File: config.mk
export PLATFORM = sky130hd
export DESIGN_NAME = riscv_div_flat
export DESIGN_NICKNAME = d
export VERILOG_FILES = /design/src/rtl/riscv_div_pkg.sv /design/src/rtl/riscv_div_if.sv /design/src/rtl/riscv_div.sv /design/src/flat_wrapper.sv
export SDC_FILE = /design/constraint.sdc
export NUM_CORES = 1
export LEC_CHECK = 0
export BUFFER_PORTS_ARGS = -buffer_cell sky130_fd_sc_hd__buf_2
export CORE_ASPECT_RATIO = 0.75
export CORE_MARGIN = 4
export CORE_UTILIZATION = 47
export CTS_BUF_LIST = sky130_fd_sc_hd__clkbuf_8
export DETAILED_ROUTE_END_ITERATION = 7
export GPL_ROUTABILITY_DRIVEN = 0
export PLACE_DENSITY = 0.68
export SLEW_MARGIN = 20
export SYNTH_ARGS = -nofsm -noshare
export SYNTH_HDL_FRONTEND = slang
export SYNTH_SLANG_ARGS = --single-unit
File: constraint.sdc
create_clock -name clk -period 5.1 [get_ports clk]
set_input_delay 1.53 -clock clk [delete_from_list [all_inputs] [get_ports clk]]
set_output_delay 1.53 -clock clk [all_outputs]
set_load 0.02 [all_outputs]
File: src/rtl/riscv_div_pkg.sv
// Shared definitions for the iterative divider: operator and FSM state encodings.
package riscv_div_pkg;

    localparam int DATA_W = 32;

    typedef enum logic [1:0] {
        DIV_DIV  = 2'b00,
        DIV_DIVU = 2'b01,
        DIV_REM  = 2'b10,
        DIV_REMU = 2'b11
    } div_op_e;

    typedef enum logic [1:0] {
        IDLE   = 2'b00,
        DIVIDE = 2'b01,
        FINISH = 2'b10
    } div_state_e;

endpackage

File: src/rtl/riscv_div_if.sv
// EX-stage handshake between the pipeline (master) and the divide unit (slave).
interface riscv_div_if;
    import riscv_div_pkg::*;

    logic                enable_i;
    div_op_e             operator_i;
    logic [DATA_W-1:0]   op_a_i;
    logic [DATA_W-1:0]   op_b_i;
    logic [DATA_W-1:0]   result_o;
    logic                multicycle_o;
    logic                ready_o;
    logic                ex_ready_i;

    modport master (
        output enable_i, operator_i, op_a_i, op_b_i, ex_ready_i,
        input  result_o, multicycle_o, ready_o
    );

    modport slave (
        input  enable_i, operator_i, op_a_i, op_b_i, ex_ready_i,
        output result_o, multicycle_o, ready_o
    );

endinterface

File: src/rtl/riscv_div.sv
// Radix-2 restoring divider for DIV/DIVU/REM/REMU, one quotient bit per cycle.
// Operands are reduced to magnitudes at capture; signs are restored in FINISH.
module riscv_div
    import riscv_div_pkg::*;
#(
    parameter bit EARLY_EXIT = 1'b1
) (
    input  logic       clk,
    input  logic       rst,
    riscv_div_if.slave bus
);

    div_state_e         state_q, state_d;
    div_op_e            op_q;
    logic [4:0]         cnt_q;
    logic [DATA_W:0]    rem_q;
    logic [DATA_W-1:0]  quo_q;
    logic [DATA_W-1:0]  div_q;
    logic               quo_neg_q;
    logic               rem_neg_q;

    logic               op_signed;
    logic [DATA_W-1:0]  abs_a;
    logic [DATA_W-1:0]  abs_b;
    logic               b_zero;
    logic               sgn_ovf;
    logic               early;
    logic               start;
    logic [DATA_W:0]    trial;
    logic [DATA_W-1:0]  quo_fix;
    logic [DATA_W-1:0]  rem_fix;
    logic               is_rem;
    logic               rem_msb_unused;

    assign op_signed = (bus.operator_i == DIV_DIV) || (bus.operator_i == DIV_REM);
    assign abs_a     = (op_signed && bus.op_a_i[DATA_W-1]) ? -bus.op_a_i : bus.op_a_i;
    assign abs_b     = (op_signed && bus.op_b_i[DATA_W-1]) ? -bus.op_b_i : bus.op_b_i;
    assign b_zero    = (bus.op_b_i == '0);
    assign sgn_ovf   = op_signed && (bus.op_a_i == 32'h8000_0000) && (bus.op_b_i == 32'hFFFF_FFFF);
    assign early     = EARLY_EXIT && (b_zero || sgn_ovf);
    assign start     = (state_q == IDLE) && bus.enable_i;

    // Trial subtraction of the divisor from the shifted partial remainder; bit 32 is the borrow.
    assign trial = {rem_q[DATA_W-1:0], quo_q[DATA_W-1]} - {1'b0, div_q};

    // A completed step always leaves rem < div, so the remainder MSB never carries information out.
    assign rem_msb_unused = rem_q[DATA_W];

    assign quo_fix = quo_neg_q ? -quo_q : quo_q;
    assign rem_fix = rem_neg_q ? -rem_q[DATA_W-1:0] : rem_q[DATA_W-1:0];
    assign is_rem  = (op_q == DIV_REM) || (op_q == DIV_REMU);

    // Operand capture at start, then one restoring shift-subtract step per DIVIDE cycle.
    always_ff @(posedge clk or posedge rst) begin
        if (rst) begin
            op_q      <= DIV_DIV;
            cnt_q     <= '0;
            rem_q     <= '0;
            quo_q     <= '0;
            div_q     <= '0;
            quo_neg_q <= 1'b0;
            rem_neg_q <= 1'b0;
        end else if (start) begin
            op_q      <= bus.operator_i;
            cnt_q     <= 5'd31;
            div_q     <= abs_b;
            // A zero divisor must yield all-ones regardless of the dividend sign.
            quo_neg_q <= op_signed && (bus.op_a_i[DATA_W-1] ^ bus.op_b_i[DATA_W-1]) && !b_zero;
            rem_neg_q <= op_signed && bus.op_a_i[DATA_W-1];
            // Early-exit divide-by-zero preloads what the loop would have produced;
            // early-exit overflow already holds the right values (|a| / 1, remainder 0).
            if (early && b_zero) begin
                quo_q <= '1;
                rem_q <= {1'b0, abs_a};
            end else begin
                quo_q <= abs_a;
                rem_q <= '0;
            end
        end else if (state_q == DIVIDE) begin
            cnt_q <= cnt_q - 5'd1;
            if (!trial[DATA_W]) begin
                rem_q <= trial;
                quo_q <= {quo_q[DATA_W-2:0], 1'b1};
            end else begin
                rem_q <= {rem_q[DATA_W-1:0], quo_q[DATA_W-1]};
                quo_q <= {quo_q[DATA_W-2:0], 1'b0};
            end
        end
    end

    // FSM state register.
    always_ff @(posedge clk or posedge rst) begin
        if (rst) state_q <= IDLE;
        else     state_q <= state_d;
    end

    // Next state: accept in IDLE, iterate 32 steps, hold the result until EX consumes it.
    always_comb begin
        state_d = state_q;
        case (state_q)
            IDLE:    if (bus.enable_i) state_d = early ? FINISH : DIVIDE;
            DIVIDE:  if (cnt_q == 5'd0) state_d = FINISH;
            FINISH:  if (bus.ex_ready_i) state_d = IDLE;
            default: state_d = IDLE;
        endcase
    end

    // Handshake outputs and sign-corrected result, driven only in FINISH.
    always_comb begin
        bus.ready_o      = 1'b0;
        bus.multicycle_o = 1'b0;
        bus.result_o     = '0;
        case (state_q)
            IDLE:   bus.ready_o = !bus.enable_i;
            DIVIDE: bus.multicycle_o = 1'b1;
            FINISH: begin
                bus.ready_o  = 1'b1;
                bus.result_o = is_rem ? rem_fix : quo_fix;
            end
            default: ;
        endcase
    end

endmodule

File: src/flat_wrapper.sv
// flat-port wrapper written by rule: the top's interface ports become plain ports
module riscv_div_flat import riscv_div_pkg::*;
#(
    parameter bit EARLY_EXIT = 1'b1
)
  (clk, rst, bus_enable_i, bus_operator_i, bus_op_a_i, bus_op_b_i, bus_ex_ready_i, bus_result_o, bus_multicycle_o, bus_ready_o);
  riscv_div_if bus_i ();
  input  logic clk;
  input  logic rst;
  input wire logic [$bits(bus_i.enable_i)-1:0] bus_enable_i;
  input wire logic [$bits(bus_i.operator_i)-1:0] bus_operator_i;
  input wire logic [$bits(bus_i.op_a_i)-1:0] bus_op_a_i;
  input wire logic [$bits(bus_i.op_b_i)-1:0] bus_op_b_i;
  input wire logic [$bits(bus_i.ex_ready_i)-1:0] bus_ex_ready_i;
  output wire logic [$bits(bus_i.result_o)-1:0] bus_result_o;
  output wire logic [$bits(bus_i.multicycle_o)-1:0] bus_multicycle_o;
  output wire logic [$bits(bus_i.ready_o)-1:0] bus_ready_o;
  assign bus_i.enable_i = bus_enable_i;
  assign bus_i.operator_i = bus_operator_i;
  assign bus_i.op_a_i = bus_op_a_i;
  assign bus_i.op_b_i = bus_op_b_i;
  assign bus_i.ex_ready_i = bus_ex_ready_i;
  assign bus_result_o = bus_i.result_o;
  assign bus_multicycle_o = bus_i.multicycle_o;
  assign bus_ready_o = bus_i.ready_o;
  riscv_div #(.EARLY_EXIT(EARLY_EXIT)) u_core (.clk(clk), .rst(rst), .bus(bus_i));
endmodule
======== Yosys cells after proc, flatten, opt, wreduce, memory -nomap -nowiden ========
Cells that the tools add are included.
W data, S select, Z words.
word-level totals
  register bits after elaboration ......... 107
  bits in latches ......................... 0
  RAM bits ................................ 0
  memory bits (read-only) ................. 0
  input bits .............................. 70
  output and inout port bits .............. 34
  logic and storage cells ................. 67
  memories ................................ 0
operators by class
  add/sub/neg operators ................... 6
  multipliers ............................. 0
  div/mod/pow operators ................... 0
  magnitude comparators ................... 0
  equal/unequal tests ..................... 10
  shifts and indexed selects .............. 0
  muxes and demuxes ....................... 23
  bitwise gates (word level) .............. 1
  reduce and logical (&&, ||, !) cells .... 19
operator list
  cell                    count
  $mux W32                13
  $neg A32 Y32            4
  $eq A32 B32 Y1 const B  2
  $sub A33 B32 Y33        1
  $logic_not A32 Y1       1
  $mux W5                 2
  $eq A2 B2 Y1 const B    4
  $logic_and A1 B1 Y1     8
  $mux W2                 4
  $ne A2 B2 Y1 const B    3
  $pmux W2 S3             1
  $logic_not A5 Y1        1
  $sub A5 B1 Y5 const B   1
  $logic_not A2 Y1        2
  $logic_or A1 B1 Y1      3
  $reduce_and A3 Y1       1
  $eq A2 B1 Y1 const B    1
  $logic_not A1 Y1        2
  $mux W1                 2
  $pmux W1 S2             1
  $reduce_bool A2 Y1      1
  $xor A1 B1 Y1           1

======== Depth between registers and ports, before layout ========
  depth in word-level cells ............... 8
  gate-level depth with buffers ........... 13
  mapped depth without buffers ............ 12

======== Worst setup path before layout ========
Ideal clock, no wire load.
  kind .................................... register to output
  start point ............................. register u_core.rem_q[16]
  end point ............................... output port bus_result_o[24]
  arrival ................................. 2.903 ns
  data required time ...................... 3.570 ns
  slack ................................... 0.667 ns
  cell stages (with the launch flop) ...... 8
  path buffers ............................ 0
  cells stage by stage .................... dfrtp_1 > or4_1 > or3_1 > or3_4 > or3_1 > o31ai_1 > xor2_1 > a211oi_1
between the ends
  word-level cells in the longest chain between the ends .. 4
RTL lines
  what                    RTL line            source
  start, declared         riscv_div.sv:16     logic [DATA_W:0] rem_q;
  start signal, assigned  riscv_div.sv:74     rem_q <= {1'b0, abs_a};
  start signal, assigned  riscv_div.sv:82     rem_q <= trial;
  start signal, assigned  riscv_div.sv:85     rem_q <= {rem_q[DATA_W-1:0], quo_q[DATA_W-1]};
  $neg A32 Y32            riscv_div.sv:50     assign rem_fix = rem_neg_q ? -rem_q[DATA_W-1:0] : rem_q[DATA_W-1:0];
  $mux W32                riscv_div.sv:50
  $mux W32                riscv_div.sv:118    bus.result_o = is_rem ? rem_fix : quo_fix;
  $mux W32                riscv_div.sv:113    case (state_q)
  end, declared           flat_wrapper.sv:15  output wire logic [$bits(bus_i.result_o)-1:0] bus_result_o;
Every way passes these cells.

======== Worst setup path after layout ========
  start point ............................. register u_core.rem_q[15]
  end point ............................... output port bus_result_o[24]
The elaborated chain is that of the path after synthesis.

==> results.yml <==
sta:
  fin_worst_skew_ps: 27.6
  setup_ws_ps: 29.0
  hold_viol: 0
  holdWs_ps: 485
  slew_headroom: 0.286
  finalCritPeriodShare: 0.994
  fin_crit_ps: 5070
  fmax_mhz: 197
  setup_viol: 0
  finalMaxSlewViolations: 0
  tightest_slew_ps: 1070
logic_synthesis:
  synth_edf_count: 0
  synth_commonest_cells: "nand2_1, dfrtp_1, o21ai_0"
  synth_seq_cells: 106
  synth_nets: 1329
  post-synth-top-count-cell: "nand2_1"
  yosys_warnings: 0
  syn_avg_cell_area_sq_um: 7.84
  synth-async-reset-ratio: 1.00
  synth_seq_area_share: 0.278
  syn_inst: 1219
  syn_area_sq_mm: 0.00956
  ys.flop_type: "dfrtp_1"
  post_synth_num_cell_types: 72
  synth_area_leaders: "dfrtp_1, xor2_1, nand2_1"
  yosysTopAreaCell: "dfrtp_1"
  synth_top_cell_area_share: 0.278
floorplanning:
  die_h_um: 131
  core_sq_mm: 0.0197
  start_util: 0.486
  ios: 104
  die_w_um: 173
  rows: 44
  die_area_sq_mm: 0.0227
critical_path:
  end_kind: "output port"
  worstPathRequired_ps: 3570
  cp_data_arrival_time_ps: 3540
  startpoint_type: "flip-flop"
  cp_max_fo: 7
  crit_type: "flip-flop to output port"
finish:
  multi_input_area_sq_mm: 0.00651
  nFillCells: 1878
  areaGrowthSynthToFinish_pct: 9.62
  regArea_sq_mm: 0.00265
  n_antenna_cell: 0
  finalNetCount: 1387
  drive_above_1_share: 0.131
pwr:
  power_switching_uw: 3700
  power.total_uw: 7390
  power_density_mw_per_mm2: 706
  leakage_uw: 0.00435
  p_int_uw: 3690
  share_comb_of_total_power: 0.659
  p_seq_frac: 0.268
  swShare: 0.501
  clkPwrFrac: 0.074
  ir_drop_mv: 1.05
place:
  pre_cts_ws_ps: 577
  portBuffers: 103
  hpwl_um: 22300
cts:
  clk_pin_slew_ps: 110
  cts_tree: "yes"
  clock_latency_ps: 410
  clkSinkCount: 106
  cts_root_buffer: "clkbuf_8"
  numCtsBuffers: 9
  post_cts_buffers: 0
  cts_max_level: 3
  clock_path_buffers: 2
routing:
  dr.pass1.iters: 5
  drc: 0
  drt-initial-drc-count: 887
  vias_per_cell: 6.13
  routed_wl_um: 29300
  drt.antenna.violating_nets: 0
  vias: 9403
  wl_per_cell_um: 19.1
min_path:
  hold_path_class: "flip-flop to flip-flop"
grt:
  antenna_found_initial: 0
  grt_max_degree: 71
  grt_first_pass_wirelength_um: 47100
  grt-ovfl-total: 0
  grt_pass1_vias: 8734
  grt_usage: 0.251
job:
  max_cap_violations: 0
status:
  status: "completed"
-- state kept, by name, summed over array words and instances, names as in the netlist --
| register | count |
|---|---|
| u_core.cnt_q | 5 |
| u_core.div_q | 32 |
| u_core.op_q | 1 |
| u_core.quo_neg_q | 1 |
| u_core.quo_q | 32 |
| u_core.rem_neg_q | 1 |
| u_core.rem_q | 32 |
| u_core.state_q | 2 |
-- kinds of logic after synthesis --
family | Yosys count | synth area share
AND/OR/NAND/NOR | 407 | 0.199
AO/OA/AOI/OAI | 370 | 0.253
XOR/XNOR | 150 | 0.140
buffers and inverters | 118 | 0.0474
flip-flops | 106 | 0.278
adder cells (fa/ha/maj) | 40 | 0.0532
multiplexers | 28 | 0.0293
-- worst max-delay path: stages (launching register included) --
cell      delay (ps)
dfrtp_1          480
or4_1            560
or3_1            390
or3_4            380
or3_1            350
o31ai_1          270
xor2_1           120
a211oi_1         340
buf_2            240
-- area by class of cell --
cell class,count,share of cell area
inverter,49,0.0178
multi-input combinational,995,0.621
timing repair buffer,116,0.0585
clock buffer,13,0.0171
tap,253,0.0302
sequential,106,0.253
clock inverter,3,0.00191
-- power by group through the flow --
stage / clock network, uW / logic [uW] / registers [uW]
after floorplan: 0 / 4080 / 1680
after global placement: 0 / 4740 / 1950
after detailed placement: 0 / 4810 / 1970
after CTS: 555 / 4840 / 1950
after global routing: 588 / 5470 / 2050
final: 545 / 4870 / 1980
-- routing by layer --
metal	share of wire	track usage
met4	0.021	0.0683
met1	0.47	0.369
met5	0	0
met3	0.069	0.0419
met2	0.44	0.385
-- placed cells by master (no fill, tap or decap), drive strengths merged, types with 5 or more instances in the layout --
master	synthesis	routed
and3	9	9
a21o	12	12
a211oi	33	33
buf	9	116
o41ai	16	16
or3	17	17
a32oi	24	24
o221ai	7	7
or4	8	8
o21a	5	5
a21oi	67	67
mux2i	28	28
nand3	13	13
o31ai	38	38
a31oi	22	22
o21ai	117	117
xor2	79	79
inv	49	51
nand4	15	15
nand2	179	179
nand2b	16	16
clkbuf	60	13
xnor2	71	71
ha	39	39
dfrtp	106	106
nor4	12	12
nor2b	8	8
nor2	88	88
nor3	31	31
-- what timing repair did --
| action | in CTS | in global routing |
|---|---|---|
| gates resized for setup | 0 | 7 |
| hold buffers | 0 | 0 |
| setup endpoints to repair | 0 | 9 |
-- final timing paths --
check / startpoint / cells past startpoint / end / slack (ps)
hold / removal: u_core.div_q[2] / 2 / u_core.div_q[2] / 490
hold reg to reg: u_core.div_q[2] / 2 / u_core.div_q[2] / 490
min in group asynchronous: rst / 2 / u_core.div_q[2] / 1310
setup / recovery: u_core.rem_q[15] / 8 / bus_result_o[24] / 30
max in group asynchronous: rst / 3 / u_core.div_q[23] / 2910
setup reg to reg: u_core.quo_q[31] / 13 / u_core.rem_q[0] / 1170
-- per-stage QoR --
stage | TNS (ps) | std cells | instance area [sq um] | util
finish | 0 | 1535 | 10500 | 0.533
global route | -1.12 | 1535 | 10500 | 0.533
CTS | 0 | 1535 | 10400 | 0.531
detailed placement | 0 | 1519 | 10200 | 0.521
global placement | 0 | 1519 | 10200 | 0.520
floorplan | 0 | 1219 | 9560 | -
Power figures use the tool's default switching activity.
